File: config.mk
export PLATFORM = sky130hd
export DESIGN_NAME = rc4_ksa_engine
export DESIGN_NICKNAME = d
export VERILOG_FILES = /design/src/rtl/rc4_ksa_engine.sv
export SDC_FILE = /design/constraint.sdc
export NUM_CORES = 1
export LEC_CHECK = 0
export ABC_CLOCK_PERIOD_IN_PS = 5600
export BUFFER_PORTS_ARGS = -buffer_cell sky130_fd_sc_hd__buf_2
export CAP_MARGIN = 20
export CORE_MARGIN = 5
export CORE_UTILIZATION = 56
export CTS_BUF_LIST = sky130_fd_sc_hd__clkbuf_8 sky130_fd_sc_hd__clkbuf_16
export CTS_CLUSTER_SIZE = 10
export DETAILED_ROUTE_END_ITERATION = 7
export PLACE_DENSITY = 0.9
export REMOVE_ABC_BUFFERS = 1
export SETUP_SLACK_MARGIN = 0.05
export SYNTH_ARGS = -nofsm -noshare
export SYNTH_HDL_FRONTEND = slang
export SYNTH_SLANG_ARGS = --single-unit
export TNS_END_PERCENT = 5
File: constraint.sdc
create_clock -name clk_i -period 5.6 [get_ports clk_i]
set_input_delay 0.56 -clock clk_i [delete_from_list [all_inputs] [get_ports clk_i]]
set_output_delay 0.56 -clock clk_i [all_outputs]
set_load 0.02 [all_outputs]
File: src/rtl/rc4_ksa_engine.sv
// RC4 key-scheduling engine: optional s[i]=i fill, then a 4-cycle-per-byte shuffle
// against an external synchronous-read RAM (read data one cycle after the address).
module rc4_ksa_engine #(
  parameter int DATA_W        = 8,
  parameter int ADDR_W        = 8,
  parameter int MAX_KEY_BYTES = 16,
  parameter int INIT_EN       = 1,
  localparam int KL_W         = $clog2(MAX_KEY_BYTES + 1)
) (
  input  logic                                   clk_i,
  input  logic                                   reset_i,
  input  logic                                   start_i,
  input  logic                                   abort_i,
  input  logic [KL_W-1:0]                        key_len_i,
  input  logic [MAX_KEY_BYTES-1:0][DATA_W-1:0]   key_i,
  output logic                                   busy_o,
  output logic                                   done_o,
  output logic                                   err_o,
  output logic [ADDR_W-1:0]                      ram_addr_o,
  output logic [DATA_W-1:0]                      ram_wdata_o,
  output logic                                   ram_we_o,
  input  logic [DATA_W-1:0]                      ram_rdata_i
);

  typedef enum logic [2:0] {
    S_IDLE, S_INIT, S_RD_I, S_CAP_I, S_CAP_J, S_WR_J, S_DONE
  } state_t;

  state_t                               state_q, state_d;
  logic [ADDR_W-1:0]                    i_q, i_d;
  logic [ADDR_W-1:0]                    j_q, j_d;
  logic [KL_W-1:0]                      kidx_q, kidx_d;
  logic [DATA_W-1:0]                    si_q, si_d;
  logic [KL_W-1:0]                      key_len_q, key_len_d;
  logic [MAX_KEY_BYTES-1:0][DATA_W-1:0] key_q, key_d;
  logic                                 err_q, err_d;

  logic [DATA_W-1:0] key_sel;
  logic [ADDR_W-1:0] j_new;
  logic              len_ok;

  always_ff @(posedge clk_i or posedge reset_i) begin
    if (reset_i) begin
      state_q   <= S_IDLE;
      i_q       <= '0;
      j_q       <= '0;
      kidx_q    <= '0;
      si_q      <= '0;
      key_len_q <= '0;
      key_q     <= '0;
      err_q     <= 1'b0;
    end else begin
      state_q   <= state_d;
      i_q       <= i_d;
      j_q       <= j_d;
      kidx_q    <= kidx_d;
      si_q      <= si_d;
      key_len_q <= key_len_d;
      key_q     <= key_d;
      err_q     <= err_d;
    end
  end

  always_comb begin
    state_d     = state_q;
    i_d         = i_q;
    j_d         = j_q;
    kidx_d      = kidx_q;
    si_d        = si_q;
    key_len_d   = key_len_q;
    key_d       = key_q;
    err_d       = 1'b0;
    busy_o      = 1'b0;
    done_o      = 1'b0;
    ram_addr_o  = '0;
    ram_wdata_o = '0;
    ram_we_o    = 1'b0;

    // Mux instead of a direct index: kidx is one bit wider than the key array needs.
    key_sel = '0;
    for (int k = 0; k < MAX_KEY_BYTES; k++) begin
      if (kidx_q == KL_W'(k)) key_sel = key_q[k];
    end
    j_new  = j_q + ram_rdata_i[ADDR_W-1:0] + key_sel[ADDR_W-1:0];
    len_ok = (key_len_i != '0) && (key_len_i <= KL_W'(MAX_KEY_BYTES));

    case (state_q)
      S_IDLE: begin
        if (start_i) begin
          if (len_ok) begin
            key_d     = key_i;
            key_len_d = key_len_i;
            i_d       = '0;
            j_d       = '0;
            kidx_d    = '0;
            state_d   = (INIT_EN != 0) ? S_INIT : S_RD_I;
          end else begin
            err_d = 1'b1;
          end
        end
      end
      S_INIT: begin
        busy_o      = 1'b1;
        ram_addr_o  = i_q;
        ram_wdata_o = DATA_W'(i_q);
        ram_we_o    = 1'b1;
        i_d         = i_q + ADDR_W'(1);
        if (&i_q) state_d = S_RD_I;
      end
      S_RD_I: begin
        busy_o     = 1'b1;
        ram_addr_o = i_q;
        state_d    = S_CAP_I;
      end
      S_CAP_I: begin
        busy_o     = 1'b1;
        si_d       = ram_rdata_i;
        j_d        = j_new;
        ram_addr_o = j_new;
        state_d    = S_CAP_J;
      end
      S_CAP_J: begin
        // s[j] is forwarded straight from the RAM into the write to s[i].
        busy_o      = 1'b1;
        ram_addr_o  = i_q;
        ram_wdata_o = ram_rdata_i;
        ram_we_o    = 1'b1;
        state_d     = S_WR_J;
      end
      S_WR_J: begin
        busy_o      = 1'b1;
        ram_addr_o  = j_q;
        ram_wdata_o = si_q;
        ram_we_o    = 1'b1;
        kidx_d      = (kidx_q == key_len_q - KL_W'(1)) ? '0 : kidx_q + KL_W'(1);
        if (&i_q) begin
          state_d = S_DONE;
        end else begin
          i_d     = i_q + ADDR_W'(1);
          state_d = S_RD_I;
        end
      end
      S_DONE: begin
        done_o  = 1'b1;
        state_d = S_IDLE;
      end
      default: state_d = S_IDLE;
    endcase

    if (busy_o && abort_i) state_d = S_IDLE;
  end

  assign err_o = err_q;

endmodule

==> results.py <==
metrics = {
    "placement": {
        "dp_hpwl_um": 19100,
        "placed_cell_area_um2": 10000,
        "io_buffers": 164,
        "place_congestion": 0.935,
    },
    "drt": {
        "first_pass_iters": 6,
        "wl_per_cell_um": 18.1,
        "vias": 8607,
        "ant_nets": 0,
        "drt_wl_total_um": 26900,
        "via_per_inst": 5.79,
        "detail_route.iter0.violations": 1067,
        "drc": 0,
    },
    "timing": {
        "layout_setup_ws_ps": -13.7,
        "hold_viol": 0,
        "slew_viol_final": 0,
        "rsz0062_at_grt": "true",
        "setup_tns_ps": -13.7,
        "finalClockSkew_ps": 10.1,
        "setup_viol": 1,
        "slew_headroom": 0.405,
        "period_minus_slack_ps": 5610,
        "fmax_mhz": 178,
        "min_period_over_period": 1.00,
        "worst_slew_pin_slew_ps": 889,
    },
    "yosys": {
        "syn_area_per_cell_um2": 8.11,
        "netlist_area_um2": 8920,
        "asyncSetResetFlopFracSynth": 1.00,
        "synth_cell_types": 62,
        "netlist_instances": 1099,
        "synth_warnings": 0,
        "ys_ff_latch": 166,
        "ys.flop_type": "dfrtp_1",
        "ys_seq_area_frac": 0.466,
        "synth-edff-count": 0,
    },
    "cts": {
        "cts_buffers": 17,
        "cts_hold_buf": 0,
        "cts_buffer_depth": 2,
        "clkLatencyLatePin_ps": 440,
        "htreeDepth": 4,
        "cts_tree": "built",
        "cts.clk_slew.worst_paths_ps": 70,
        "root_buffer": "clkbuf_16",
        "cts_sinks": 166,
    },
    "critical_path": {
        "reg2reg_from": "kidx_q[0]$_DFFE_PP0P_",
        "rr_worst_depth": 21,
        "cpMaxStageDelayCell": "fa_1",
        "arrival_ps": 5050,
        "crit_chain": "buf_4, ha_4, inv_2, nor4_2, buf_4, a222oi_1, a21oi_1, or4_4, a21oi_4, o31ai_2, fa_1, ha_4, a21o_1, a21oi_2, o21ai_2, xnor2_2, xor2_1, a2111oi_2, buf_4, nand2_2, buf_6",
        "endpoint_kind": "primary output",
        "critPathMaxStageDelay_ps": 560,
        "path_class": "flop to primary output",
        "path_buf_inv": 5,
        "reg2reg_to": "j_q[7]$_DFFE_PP0P_",
        "crit_fanout": 8,
        "critical-path-top-delay-family": "compound AO/OA/AOI/OAI gates",
        "cp_common_cell": "buf_4",
        "worst_setup_path_start_kind": "flop",
        "r2r_slack_ps": 940,
        "critPathRequiredTime_ps": 5040,
    },
    "global_routing": {
        "grt_pass1_vias": 8388,
        "grt_pass1_wl_um": 42600,
        "gr-usage-all-layers": 0.294,
        "globalRoute.totalOverflow": 0,
        "grt_max_degree": 118,
        "antenna_found_initial": 0,
    },
    "die": {
        "num_io_pins": 165,
        "die-area_um2": 18500,
        "dieWidth_um": 136,
        "placementRows": 46,
        "die-height_um": 136,
        "core_um2": 15800,
        "initial_core_util": 0.565,
    },
    "flow_run": {
        "drv_cap": 0,
    },
    "power": {
        "powerDensity_nw_per_um2": 332,
        "p_leak_nw": 5.56,
        "irDropWorstVdd_v": 0.000235,
        "p_total_mw": 3.63,
    },
    "finish": {
        "antenna_cells": 0,
        "fin_nets": 1424,
        "syn_to_final_growth_pct": 22.5,
        "final_area_um2": 10900,
        "final_layout_size_suffix_gt1_frac": 0.239,
    },
    "outcome": {
        "run_status": "complete, but fails checks",
        "violations": "negative setup slack",
    },
    "hold_path": {
        "hold_class": "input pin to async pin",
    },
}
-- cells in the final DEF, fill, tap and decap left out, types with 4 or more instances in the layout --
cell type	netlist	routed
nand2_1	457	456
dfrtp_1	166	166
buf_2	7	164
o21ai_0	48	45
nor2_1	46	44
buf_4	0	44
a22oi_1	27	27
a21oi_1	28	25
o22ai_1	26	25
nand3_1	20	19
inv_1	21	17
clkbuf_16	0	17
mux2_2	13	13
xor2_1	11	11
and3_1	12	10
xnor2_1	10	9
or3_1	8	8
nor3_1	9	7
nand2b_1	7	7
clkinvlp_4	0	7
fa_1	8	6
ha_1	13	6
nor2b_1	6	5
mux2i_1	5	5
o21ai_1	4	5
o21a_1	5	5
inv_6	0	5
nand4_1	4	4
a31oi_1	4	4
a211oi_1	6	4
o221ai_1	4	4
a221oi_1	4	4
a221o_1	4	4
a2111oi_2	0	4
ha_2	0	4
-- worst reg2reg max path: cells and delay by family, from the launching register on --
family	cells	cell delay, ps
flip-flops	1	420
adder cells (fa/ha/maj)	3	970
AND/OR/NAND/NOR	3	560
buffers and inverters	5	750
XOR/XNOR	2	410
AO/OA/AOI/OAI	8	1450
-- area by class of cell --
cell class / instances / area, µm²
timing repair buffer: 211 / 1200
tap: 216 / 270
fill: 1234 / 4850
sequential: 166 / 4150
multi-input combinational: 840 / 4630
clock buffer: 19 / 453
clock inverter: 12 / 119
inverter: 22 / 91.3
-- state kept, by name (all words and copies together), names as in the netlist --
signal,flops
key_len_q,5
kidx_q,5
i_q,8
state_q,3
err_o,1
si_q,8
j_q,8
key_q,128
-- worst max path at each step --
stage	end	slack, ps	depth (start not counted)	from
after global placement	ram_addr_o[7]	70	21	kidx_q[0]$_DFFE_PP0P_
after detailed placement	ram_addr_o[7]	-140	21	kidx_q[0]$_DFFE_PP0P_
final	ram_addr_o[7]	-10	21	kidx_q[0]$_DFFE_PP0P_
after floorplan	ram_addr_o[7]	200	18	kidx_q[0]$_DFFE_PP0P_
after global routing	ram_addr_o[7]	-220	21	kidx_q[0]$_DFFE_PP0P_
after CTS	ram_addr_o[7]	60	20	kidx_q[0]$_DFFE_PP0P_
-- repair_timing --
item                       in CTS  in global routing
setup endpoints to repair       1                  1
gates resized for setup        25                 27
pin swaps                      14                 17
setup buffers                   2                  5
-- routing by layer --
metal  global-route usage  up-vias  part of all wire
li1                     -     3995                 -
met1                0.394     4066              0.40
met2                0.472      467              0.48
met3               0.0648       79             0.089
met4                0.106        0             0.030
met5                    0        -                 0
-- Yosys cell counts (all sizes together), types with 9 or more instances --
| cell | count | area [µm²] |
|---|---|---|
| nand2 | 457 | 1720 |
| dfrtp | 166 | 4150 |
| clkbuf | 63 | 236 |
| o21ai | 52 | 260 |
| nor2 | 46 | 173 |
| a21oi | 28 | 140 |
| a22oi | 27 | 203 |
| o22ai | 27 | 175 |
| inv | 22 | 82.6 |
| nand3 | 20 | 100 |
| ha | 13 | 163 |
| mux2 | 13 | 146 |
| and3 | 12 | 75.1 |
| xor2 | 11 | 96.3 |
| xnor2 | 10 | 87.6 |
| nor3 | 9 | 45.0 |
-- power by group --
group	switching (mW)	internal, mW	total, mW
logic	0.461	0.344	0.805
clock network	0.506	0.639	1.14
registers	0.229	1.45	1.68
-- kinds of logic after synthesis --
family          synth area share
simple gates               0.274
xor+xnor                  0.0206
mux                       0.0220
flops                      0.466
fa+ha+maj                 0.0362
compound gates             0.141
buf+inv                   0.0401
-- metrics by stage --
step                hold slack, ps  worst slack, ps   util  cells
global placement               452             66.8  0.637   1447
CTS                            298             56.9  0.681   1480
detailed placement             461             -144  0.637   1447
floorplan                      437              203      -   1028
global route                  60.2             -220  0.692   1486
finish                        57.8            -13.7  0.692   1486
Note: power is estimated with default switching activity, not from simulation.
